--- config.mk ---
export PLATFORM = sky130hd
export DESIGN_NAME = seg_mux_signed
export DESIGN_NICKNAME = d
export VERILOG_FILES = /design/src/rtl/seg_mux_signed_pkg.sv /design/src/rtl/seg_mux_signed_bin2bcd.sv /design/src/rtl/seg_mux_signed.sv
export SDC_FILE = /design/constraint.sdc
export NUM_CORES = 1
export LEC_CHECK = 0
export CAP_MARGIN = 20
export CORE_MARGIN = 8
export CORE_UTILIZATION = 60
export DETAILED_ROUTE_END_ITERATION = 16
export GPL_ROUTABILITY_DRIVEN = 0
export GPL_TIMING_DRIVEN = 0
export PLACE_DENSITY_LB_ADDON = 0.2
export SETUP_SLACK_MARGIN = 0.02
export SYNTH_ARGS = -nofsm -noshare
export SYNTH_HDL_FRONTEND = slang
export SYNTH_HIERARCHICAL = 1
export SYNTH_SLANG_ARGS = --single-unit
--- constraint.sdc ---
create_clock -name clk -period 4.94 [get_ports clk]
set_input_delay 0.741 -clock clk [delete_from_list [all_inputs] [get_ports clk]]
set_output_delay 0.741 -clock clk [all_outputs]
set_load 0.02 [all_outputs]
--- src/rtl/seg_mux_signed_pkg.sv ---
// seg_pkg: shared glyph constants, BCD-to-segment mapping and converter FSM states
package seg_pkg;
    localparam logic [6:0] SEG_BLANK = 7'b1111111;
    localparam logic [6:0] SEG_DASH  = 7'b0111111;
    typedef enum logic [0:0] {IDLE, CONV} state_t;
    function automatic logic [6:0] bcd_to_seg(input logic [3:0] d);
        case (d)
            4'd0: return 7'b1000000;
            4'd1: return 7'b1111001;
            4'd2: return 7'b0100100;
            4'd3: return 7'b0110000;
            4'd4: return 7'b0011001;
            4'd5: return 7'b0010010;
            4'd6: return 7'b0000010;
            4'd7: return 7'b1111000;
            4'd8: return 7'b0000000;
            4'd9: return 7'b0010000;
            default: return SEG_BLANK;
        endcase
    endfunction
endpackage

--- src/rtl/seg_mux_signed_bin2bcd.sv ---
// bin2bcd_seq: sequential double-dabble, one shift/add-3 step per cycle with sticky overflow
module bin2bcd_seq
    import seg_pkg::*;
#(
    parameter int W  = 8,
    parameter int ND = 3
) (
    input  logic            clk,
    input  logic            rst,
    input  logic            start,
    input  logic [W-1:0]    bin,
    output logic            busy,
    output logic            done,
    output logic [4*ND-1:0] bcd,
    output logic            ovf
);
    localparam int CW = $clog2(W + 1);
    state_t state;
    logic [W-1:0] mag;
    logic [CW-1:0] cnt;
    logic [4*ND-1:0] adj;
    always_comb begin
        adj = bcd;
        for (int i = 0; i < ND; i++)
            adj[4*i+:4] = bcd[4*i+:4] >= 4'd5 ? bcd[4*i+:4] + 4'd3 : bcd[4*i+:4];
    end
    assign busy = state == CONV;
    assign done = busy && cnt == CW'(W);
    // a carry out of the top nibble means the value needs more digits than we hold
    always_ff @(posedge clk) begin
        if (rst) begin
            state <= IDLE;
            mag   <= '0;
            cnt   <= '0;
            bcd   <= '0;
            ovf   <= 1'b0;
        end else if (state == IDLE) begin
            if (start) begin
                state <= CONV;
                mag   <= bin;
                cnt   <= '0;
                bcd   <= '0;
                ovf   <= 1'b0;
            end
        end else if (done) begin
            state <= IDLE;
        end else begin
            {bcd, mag} <= {adj[4*ND-2:0], mag, 1'b0};
            ovf        <= ovf | adj[4*ND-1];
            cnt        <= cnt + 1'b1;
        end
    end
endmodule

--- src/rtl/seg_mux_signed.sv ---
// seg_mux_signed: multiplexed common-anode display of a signed value with sign digit and overflow dashes
module seg_mux_signed
    import seg_pkg::*;
#(
    parameter int NDIG   = 4,
    parameter int W      = 8,
    parameter int CNTMAX = 1000000
) (
    input  logic            clk,
    input  logic            rst,
    input  logic [W-1:0]    value,
    input  logic            load,
    input  logic [NDIG-1:0] dp,
    output logic            busy,
    output logic [6:0]      seg,
    output logic            dp_n,
    output logic [NDIG-1:0] an
);
    localparam int ND = NDIG - 1;
    localparam int CW = CNTMAX > 1 ? $clog2(CNTMAX) : 1;
    localparam int IW = $clog2(NDIG);
    logic sign, start, done, ovf, nz;
    logic [W-1:0] mag_in;
    logic [4*ND-1:0] bcd;
    logic [6:0] disp [NDIG];
    logic [6:0] nxt_disp [NDIG];
    logic [CW-1:0] cnt;
    logic [IW-1:0] idx, nidx;
    assign start  = load && !busy;
    assign mag_in = value[W-1] ? -value : value;
    assign nidx   = idx == IW'(NDIG - 1) ? '0 : idx + 1'b1;
    bin2bcd_seq #(.W(W), .ND(ND)) u_conv (
        .clk  (clk),
        .rst  (rst),
        .start(start),
        .bin  (mag_in),
        .busy (busy),
        .done (done),
        .bcd  (bcd),
        .ovf  (ovf)
    );
    // scan from the top digit down; once a non-zero digit is seen, all lower digits are shown
    always_comb begin
        nz           = 1'b0;
        nxt_disp[ND] = ovf || sign ? SEG_DASH : SEG_BLANK;
        for (int i = ND - 1; i >= 0; i--) begin
            nz          = nz | (bcd[4*i+:4] != 4'd0) | (i == 0);
            nxt_disp[i] = ovf ? SEG_DASH : nz ? bcd_to_seg(bcd[4*i+:4]) : SEG_BLANK;
        end
    end
    always_ff @(posedge clk) begin
        if (rst) begin
            sign <= 1'b0;
            cnt  <= '0;
            idx  <= '0;
            an   <= ~NDIG'(1);
            seg  <= SEG_BLANK;
            dp_n <= 1'b1;
            for (int i = 0; i < NDIG; i++) disp[i] <= SEG_BLANK;
        end else begin
            if (start) sign <= value[W-1];
            if (done) disp <= nxt_disp;
            if (cnt == CW'(CNTMAX - 1)) begin
                cnt  <= '0;
                idx  <= nidx;
                an   <= ~(NDIG'(1) << nidx);
                seg  <= disp[nidx];
                dp_n <= ~dp[nidx];
            end else begin
                cnt <= cnt + 1'b1;
            end
        end
    end
endmodule

== Word level (Yosys, flattened, before mapping) ==
Memories as Yosys holds them, arrays and structs flattened. A register that Yosys moved wholly into a read port is not among the register bits.
Index checks and enable logic that the tools add are counted.

* Flip-flop bits (word level): 89
* Memory bits (read-only): 336
* Bits of input ports: 15
* Word-level logic and storage cells: 86
* Memories: 3

* Add/sub/neg operators: 7
* Magnitude comparators: 5
* Equal/unequal tests: 4
* Shifts and indexed selects: 1
* Multiplexer cells: 37
* Bitwise logic cells: 5
* Reductions and logical operators: 9

{| class="wikitable"
|+ Memory list
! memory !! words !! bits a word !! rd ports !! clocked after Yosys merged registers in !! wr ports !! RTL line !! RTL
|-
| (name not given) || 16 || 7 || 1 || 1 || 0 || seg_mux_signed_pkg.sv:7 || <nowiki>case (d)</nowiki>
|-
| (name not given) || 16 || 7 || 1 || 1 || 0 || seg_mux_signed_pkg.sv:7 ||
|-
| (name not given) || 16 || 7 || 1 || 1 || 0 || seg_mux_signed_pkg.sv:7 ||
|}

{| class="wikitable"
|+ Operators by type and width
! cell !! count
|-
| 7-bit 2-to-1 mux || 8
|-
| 4-bit 2-to-1 mux || 12
|-
| 12-bit 2-to-1 mux || 3
|-
| 8-bit 2-to-1 mux || 4
|-
| 20-bit by 1-bit adder with 20-bit output, second input constant || 1
|-
| 20-bit == test, second input constant || 1
|-
| 7-bit binary-select mux with 2-bit select || 1
|-
| 4-bit by 2-bit adder with 4-bit output, second input constant || 3
|-
| 4-bit by 3-bit >= comparator with 1-bit output, second input constant || 3
|-
| 8-bit negator || 1
|-
| 4-bit nonzero test || 2
|-
| 1-bit 2-to-1 mux || 7
|-
| 4-bit by 1-bit adder with 4-bit output, second input constant || 1
|-
| 4-bit == test, second input constant || 1
|-
| 4-bit inverter || 1
|-
| 1-bit by 2-bit << shifter with 4-bit output, first input constant || 1
|-
| 3-bit >= comparator, second input constant || 1
|-
| 2-bit by 3-bit < comparator with 1-bit output, second input constant || 1
|-
| 2-bit inverter with 3-bit output || 1
|-
| 2-bit by 1-bit adder with 2-bit output, second input constant || 1
|-
| 1-bit binary-select mux with 2-bit select || 1
|-
| 2-bit == test, second input constant || 1
|-
| 1-bit logical AND || 2
|-
| 2-bit 2-to-1 mux || 1
|-
| 8 further kinds || 9
|}

== Longest topological paths before layout ==
* Word-level depth: 6
* Mapped depth: 9

== By module ==
The synthesis kept the hierarchy.

{| class="wikitable"
|+ Modules (own cells, without submodules)
! module !! times used !! cells an instance !! area each (µm²)
|-
| seg_mux_signed || 1 || 377 || 3,165.5
|-
| bin2bcd_seq || 1 || 138 || 1,331.3
|}

== Worst setup path before layout ==
OpenSTA, ideal clock, no wires.

* Kind: flip-flop to flip-flop
* From: register, netlist name cnt[12]
* To: register idx[0]
* Library setup time: 0.087 ns
* Arrival time: 1.912 ns
* Path slack: 2.941 ns
* Cell stages (with the launch flop): 5
* Buffers on the path: 0
* Clock period less this slack: 1.999 ns
* Cell sequence: dfxtp_1 > or4_1 > or4_4 > or4_1 > o31ai_1

{| class="wikitable"
|+ RTL lines
! item !! RTL line !! RTL
|-
| end signal, assigned || seg_mux_signed.sv:65 || <nowiki>idx <= nidx;</nowiki>
|-
| end, declared || seg_mux_signed.sv:28 || <nowiki>logic [IW-1:0] idx, nidx;</nowiki>
|}

== Final worst setup path ==
* From: input port load
* To: register u_conv.bcd[6]

* Longest elaborated chain between the ends: 3

{| class="wikitable"
|+ RTL lines
! item !! RTL line !! RTL
|-
| start, declared || seg_mux_signed.sv:12 || <nowiki>input logic load,</nowiki>
|-
| 1-bit logical AND || seg_mux_signed.sv:29 || <nowiki>assign start = load && !busy;</nowiki>
|-
| named net start || seg_mux_signed.sv:22 || <nowiki>logic sign, start, done, ovf, nz;</nowiki>
|-
| 2-bit nonzero test (no source line) || n/a ||
|-
| 2-bit AND reduction (no source line) || n/a ||
|-
| end signal, assigned || seg_mux_signed_bin2bcd.sv:48 || <nowiki>{bcd, mag} <= {adj[4*ND-2:0], mag, 1'b0};</nowiki>
|-
| end, declared || seg_mux_signed_bin2bcd.sv:14 || <nowiki>output logic [4*ND-1:0] bcd,</nowiki>
|}

The timed path passes the listed nets, and every way through them passes these cells.
A chain may end at the register's enable or synchronous reset.

==> impl_metrics.tcl <==
set metrics [dict create \
    cts_root_buf "clkbuf_8" \
    path_class "primary input to register" \
    synthTopCellsByArea "dfxtp_1 (37%), ha_1 (8.3%), nor2_1 (5.0%)" \
    grt.overflow.total 0 \
    r2r-end "dp_n" \
    cpMaxStageDelayCell "clkdlybuf4s50_1" \
    cts_tree "built" \
    cts_made_buffers 9 \
    syn-num-nets 560 \
    yosysTopAreaCell "dfxtp_1" \
    cp-end-kind "register" \
    wire_per_inst_microns 15.1 \
    r2r_slack_ps 2680 \
    synth_common_cells "dfxtp_1 (83), nor2_1 (60), ha_1 (30)" \
    synth_edf_count 0 \
    ys_types 56 \
    rsz0062_at_grt "false" \
    antenna_found_initial 0 \
    synth_area_sq_um 4500 \
    crit_required_ps 5170 \
    ys.flop_type "dfxtp_1" \
    hp-start "sign" \
    finalHoldViolCount 0 \
    slew_viol_final 0 \
    syn_area_per_cell_sq_um 8.73 \
    setup_viol 0 \
    via_per_inst 5.74 \
    die_area_sq_um 10500 \
    htree_num_levels 3 \
    cts_resized 0 \
    start_util 0.620 \
    min_to "disp[6]" \
    timing.fmax_mhz 425 \
    start_kind "primary input" \
    antenna_left 0 \
    cp_max_fo 9 \
    cts.sinks 83 \
    die_y_microns 103 \
    drtIter0Drc 185 \
    path_cells "clkdlybuf4s50_1, nor2b_1, nor2b_1, nor2_1, nand2_1, o2bb2ai_1" \
    die_w_microns 103 \
    clkLatencyLatePin_ps 350 \
    drive_gt1_frac 0.0809 \
    num_rows 31 \
    clk_pin_slew_worst_paths_ps 90 \
    r2r-start "cnt[12]" \
    ir_worst_vdd_mv 0.180 \
    area_growth_pct 12.8 \
    tightest_slew_ps 734 \
    hpwl_mm 7.35 \
    tns_ps 0 \
    drc 0 \
    period_share 0.476 \
    slew_headroom 0.506 \
    ys_async_sr_fraction 0 \
    slowest_delay_ps 440 \
    hold_path.class "register to register" \
    fin_skew_ps 12.4 \
    drt-total-wl_mm 9.90 \
    coreArea_sq_um 7250 \
    hold_depth 1 \
    yosys_warnings 6 \
    cts.path.max_buffers 2 \
    finalNetCount 596 \
    grt_pass1_vias 3586 \
    n_antenna_cell 0 \
    yosysMostFrequentCell "dfxtp_1" \
    syn_inst 515 \
    yosysSeqAreaShare 0.370 \
    rr_worst_depth 5 \
    holdBufCountCts 0 \
    status "complete, no violations" \
    io_pins 28 \
    p_total_uw 1290 \
    track_usage 0.199 \
    worstPathArrival_ps 2590 \
    p_leak_uw 0.00179 \
    portBuffers 25 \
    synth_top_area_share 0.370 \
    firstDrtPassIters 4 \
    vias 3760 \
    grt_pass1_wl_mm 16.8 \
    yosys_register_bits 83 \
    crit_top_cell "nor2b_1" \
    min_period_ps 2350 \
    postCtsSetupRepairBufs 0 \
    p_per_area_nw_per_um2 254 \
    maxCapViolCount 0 \
    grt_max_degree 16 \
]
-- placed cells by master (no fill, tap or decap), types with 3 or more instances in the layout --
cell	netlist	final
a211oi_1	13	13
a211oi_2	8	8
a21oi_1	25	25
a22oi_1	3	3
a31oi_1	12	12
buf_2	4	4
clkbuf_1	19	19
clkbuf_8	0	9
clkdlybuf4s50_1	0	25
dfxtp_1	83	83
ha_1	30	30
inv_1	28	28
mux2_2	3	3
mux2i_1	11	11
nand2_1	25	25
nand2b_1	10	10
nand3_1	9	9
nand4_1	6	6
nor2_1	60	60
nor2b_1	14	14
nor3_1	15	15
nor3b_1	3	3
nor4_1	5	5
o211a_1	3	3
o21ai_0	27	27
o22ai_1	6	6
o2bb2ai_1	8	8
o31ai_1	12	12
o32a_1	5	5
or2_2	3	3
or4_1	5	5
xnor2_1	21	21
xor2_1	4	4
-- power by group --
part,leakage [uW],switching [uW],internal (uW)
combinational,0.00102,58.4,43.2
clock,0.0000962,258,237
sequential,0.000673,9.95,680
total,0.00179,327,961
-- registers in the layout (all words and copies together), names as in the netlist, 2 cells and up --
register and cells:
an 4, cnt 20, disp 22, idx 2, seg 7, u_conv/bcd 12
u_conv/cnt 4, u_conv/mag 8
-- worst max path at each step --
stage / cells past startpoint / slack, ps / to / from
3_3_place_gp: 6 / 2380 / u_conv/bcd[5] / load
4_1_cts: 1 / 2650 / busy / u_conv/busy
5_1_grt: 6 / 2450 / u_conv/bcd[8] / load
3_5_place_dp: 6 / 2270 / u_conv/bcd[6] / load
2_1_floorplan: 4 / 2940 / idx[0] / cnt[12]
6_report: 6 / 2590 / u_conv/bcd[6] / load
-- layout make-up --
cell class / instances / area, sq um
flip-flops and latches: 83 / 1660
well taps: 99 / 124
plain buffers: 29 / 136
clock buffers: 9 / 124
fillers: 590 / 2180
multi-input cells: 375 / 2590
repair buffers: 25 / 250
inverters: 28 / 105
clock inverters: 7 / 76.3
-- per-layer routing --
| layer | wire [microns] | track usage | vias up | part of all wire |
|---|---|---|---|---|
| met1 | 4880 | 0.256 | 1779 | 0.49 |
| met2 | 4550 | 0.328 | 53 | 0.46 |
| met4 | 153 | 0.0655 | 0 | 0.015 |
| li1 | - | - | 1916 | - |
| met3 | 313 | 0.0344 | 12 | 0.032 |
| met5 | 0 | 0 | - | 0 |
-- stage by stage --
stage | utilization | std cells | setup WS (ps) | hold slack (ps) | area, sq um
2_1_floorplan | - | 515 | 2940 | 420 | 4500
3_3_place_gp | 0.672 | 639 | 2380 | 441 | 4870
3_5_place_dp | 0.672 | 639 | 2270 | 445 | 4870
4_1_cts | 0.699 | 655 | 2650 | 463 | 5070
5_1_grt | 0.699 | 655 | 2450 | 493 | 5070
6_report | 0.699 | 655 | 2590 | 457 | 5070
-- kinds of logic (layout without fill, tap and decap cells) --
kind of cell	Yosys count	count (layout)	share of synthesized area
compound gates	136	136	0.213
fa+ha+maj	30	30	0.0835
flops	83	83	0.370
buf+inv	57	98	0.0537
xor+xnor	25	25	0.0487
mux	16	16	0.0420
simple gates	168	168	0.189
-- critical path: cells and delay by family --
kind / cells / cell delay [ps]
AOI/OAI and AO/OA: 1 / 130
buffers and inverters: 1 / 440
and+or+nand+nor: 4 / 1270
Power figures use the tool's default switching activity.
==> variant 1 (same settings) <==
Set the parameter `CNTMAX` to 250000 (it was 1000000).
--- a/src/rtl/seg_mux_signed.sv
+++ b/src/rtl/seg_mux_signed.sv
@@ -4,7 +4,7 @@
 #(
     parameter int NDIG   = 4,
     parameter int W      = 8,
-    parameter int CNTMAX = 1000000
+    parameter int CNTMAX = 250000
 ) (
     input  logic            clk,
     input  logic            rst,
Function: same outputs for any inputs over 10 cycles, from zero or initial values and one cycle with rst high; that may be too few to reach the edited logic, so the function may still have changed.
==> variant 1 against the unedited design <==
  * Worst setup slack better by 0.045 ns
  * Sequential cell count is 2 lower
  * Worst hold slack better by 0.011 ns
  * Highest routed layer unchanged
  * Via count is 1.2% lower
  * Final area is 0.67% higher
  * Area after synthesis is 0.19% higher
  * Global-route usage is 0.29 points lower
  * Routed wire length is 1.3% lower
  * Critical endpoint is now u_conv/bcd[5]
  * Power is 0.67% lower
==> variant 1: results (changes against the unedited design) <==
largest net degree at the start of global routing 15 (-1); Detailed Place HPWL 7080 um (-3.8%); Max Clock Skew 0.0130 ns (+0.000622 ns); wirelength, routed 9760 um (-1.3%); status finished clean; met2 routed WL 4890 um (+7.5%); clock share of power 38.6% (about the same); drt pass-1 iters 5 (+1); Tot GR Track Use 19.6% (-0.29 points); first-pass GRT wire length 16500 um (-1.5%); Synth cell types 64 (+14%); multiplexer area fraction after synthesis 6.44% (+2.2 points); top post-synthesis cells by count dfxtp_1, nor2_1, o21ai_0; sequential element share of the synthesized area 36.0% (-0.96 points); Non-clk invs 23 (-18%); CP arrival 2.53 ns (-0.06 ns); DR WL/cell 15.2 um (+0.81%); Post-Synth Adder-Cell Area 8.33% (-0.016 points); Synth Area in Compound Gates 20.7% (-0.62 points); syn nets 544 (-2.9%); vias per cell 5.80 (+0.96%); layout cells sized above 1 10.5% (+2.4 points); biggest regs disp (22), cnt (18), u_conv/bcd (12); NonClk Buf Share 8.19% (+0.56 points); Reg area 1620 um2 (-2.4%); Clock-cell share 4.02% (+0.072 points); comb_multi_in 368 (-1.9%); Slew headroom 45.4% (-5.2 points); vias in the first global route 3630 (+1.2%); ranking of synthesized cells by area dfxtp_1, ha_1, nor2_1, mux2i_1, o21ai_0; Combinational Power Share 8.4% (+0.5 points); Post-Synth XOR/XNOR Area 4.86% (-0.0095 points); # clk buffers 10 (+1)
==> variant 1: changes by cell type after synthesis, sizes merged, moves of 6 or more <==
cell / change
a31oi: -10
nand2b: +7
a21boi: +6
nor3: -7
nor2b: -6
xor2: +9
mux2i: +9
o31ai: -9
xnor2: -9
==> variant 1: path summary, 6_finish.rpt <==
check                     start            end  slack (ns)  depth (start not counted)
hold / removal             sign        disp[6]        0.47                          1
hold reg to reg            sign        disp[6]        0.47                          1
setup / recovery           load  u_conv/bcd[5]        2.63                          6
setup reg to reg  u_conv/cnt[0]       disp[17]        2.95                          9
==> variant 1: layer usage <==
layer  vias to the layer above  global-route usage (%)
li1                       1861                       -
met1                      1798                    23.0
met2                        42                    34.9
met3                        14                    2.70
met4                         0                    7.90
met5                         -                       0
==> variant 1: worst max-delay path, cell delays in order <==
cell             delay [ns]
clkdlybuf4s50_1        0.44
nor2b_1                0.37
nor2b_1                0.40
nor2_1                 0.16
nand2_1                0.30
o2bb2ai_1              0.13
==> variant 2 (config.mk and constraints unchanged) <==
Made on the original files. Register the inputs `value`, `load` and `dp` before use, without a reset. The logic sees them one clock later.
--- a/src/rtl/seg_mux_signed.sv
+++ b/src/rtl/seg_mux_signed.sv
@@ -19,6 +19,17 @@
     localparam int ND = NDIG - 1;
     localparam int CW = CNTMAX > 1 ? $clog2(CNTMAX) : 1;
     localparam int IW = $clog2(NDIG);
+
+    logic [W-1:0] value_q;
+    logic load_q;
+    logic [NDIG-1:0] dp_q;
+
+    always_ff @(posedge clk) begin
+        value_q <= value;
+        load_q  <= load;
+        dp_q    <= dp;
+    end
+
     logic sign, start, done, ovf, nz;
     logic [W-1:0] mag_in;
     logic [4*ND-1:0] bcd;
@@ -26,8 +37,8 @@
     logic [6:0] nxt_disp [NDIG];
     logic [CW-1:0] cnt;
     logic [IW-1:0] idx, nidx;
-    assign start  = load && !busy;
-    assign mag_in = value[W-1] ? -value : value;
+    assign start  = load_q && !busy;
+    assign mag_in = value_q[W-1] ? -value_q : value_q;
     assign nidx   = idx == IW'(NDIG - 1) ? '0 : idx + 1'b1;
     bin2bcd_seq #(.W(W), .ND(ND)) u_conv (
         .clk  (clk),
@@ -58,14 +69,14 @@
             dp_n <= 1'b1;
             for (int i = 0; i < NDIG; i++) disp[i] <= SEG_BLANK;
         end else begin
-            if (start) sign <= value[W-1];
+            if (start) sign <= value_q[W-1];
             if (done) disp <= nxt_disp;
             if (cnt == CW'(CNTMAX - 1)) begin
                 cnt  <= '0;
                 idx  <= nidx;
                 an   <= ~(NDIG'(1) << nidx);
                 seg  <= disp[nidx];
-                dp_n <= ~dp[nidx];
+                dp_n <= ~dp_q[nidx];
             end else begin
                 cnt <= cnt + 1'b1;
             end
Check against the original RTL: not equivalent (a bounded check fails within 4 cycles, from zero or initial values and one cycle with rst high).
==> variant 2 against the unedited design <==
  * Sequential cell count up 13
  * Worst setup slack better by 0.048 ns
  * Routed wire length down 1.4%
  * Power up 11%
  * Non-clock buffer count down 2
  * Final area up 5.5%
  * Clock power up 4.8%
  * Register-to-register slack worse by 0.04 ns
  * Area after synthesis up 5.8%
  * Synthesized cell count up 1.4%
  * Largest power group unchanged
==> variant 2: results (changes against the unedited design) <==
status finished clean; Pint 1.07 mW (+12%); wirelength, routed 9750 um (-1.4%); Crit path largest cell delay 0.61 ns (+0.17 ns); met3 wire length 524 um (+67%); nets@finish 605 (+1.5%); Worst Tran Pin Value 0.783 ns (+0.0491 ns); sequential element share of the synthesized area 40.4% (+3.5 points); Combinational Power Share 7.0% (-0.9 points); vias per cell 5.74 (about the same); M1 GR Usage 21.7% (-3.9 points); Post-Synth XOR/XNOR Area 4.79% (-0.081 points); Max Clock Skew 0.00885 ns (-0.00352 ns); wl on met1 4480 um (-8.3%); Placed Instances 651 (+1.9%); layout cells sized above 1 7.79% (-0.31 points); syn nets 567 (+1.3%); Post-DP Area 5150 um2 (+5.8%); seq pwr 804 uW (+17%); GR Util met3 4.91% (+1.5 points); Synth Area in Compound Gates 20.3% (-1.0 points); r2r startpoint cnt[8]; syn_area_per_cell 9.11 um2 (+4.3%); maximum VDD drop 0.148 mV (-18%); grt met2 use 30.4% (-2.5 points); Post-Synth Adder-Cell Area 7.89% (-0.45 points); vias in the first global route 3719 (+3.7%); Tot GR Track Use 18.1% (-1.8 points); ranking of synthesized cells by area dfxtp_1, ha_1, nor2_1, o21ai_0, xnor2_1; port buffer count 27 (+8.0%)
[variant 2: cell count changes in the layout (fill, tap and decap cells not counted), sizes merged, moves of 5 or more]
cell,delta
o31ai,-7
nor2,-7
nor2b,-8
mux2i,+5
and3,+5
o211ai,+6
dfxtp,+13
a21oi,+6
o21a,+7
a211oi,-10
a31oi,-9
o21ai,+11
[variant 2: area by class of cell]
class	count	area share, %
buffer	25	2.46
clock buffer	10	2.39
clock inverter	6	1.29
inverter	27	1.89
multi-input combinational	374	48.6
sequential	96	35.9
tap	102	2.39
timing repair buffer	27	5.05
[variant 2: critical path: cells and delay by family (launching register included)]
kind | cells | cell delay (ns)
flip-flops | 1 | 0.38
AND/OR/NAND/NOR | 4 | 1.83
[variant 2: final timing paths]
path / endpoint / slack [ns] / cells past startpoint
min: disp[6] / 0.46 / 1
max reg2reg: cnt[1] / 2.64 / 4
min reg2reg: disp[6] / 0.46 / 1
max: cnt[1] / 2.64 / 4
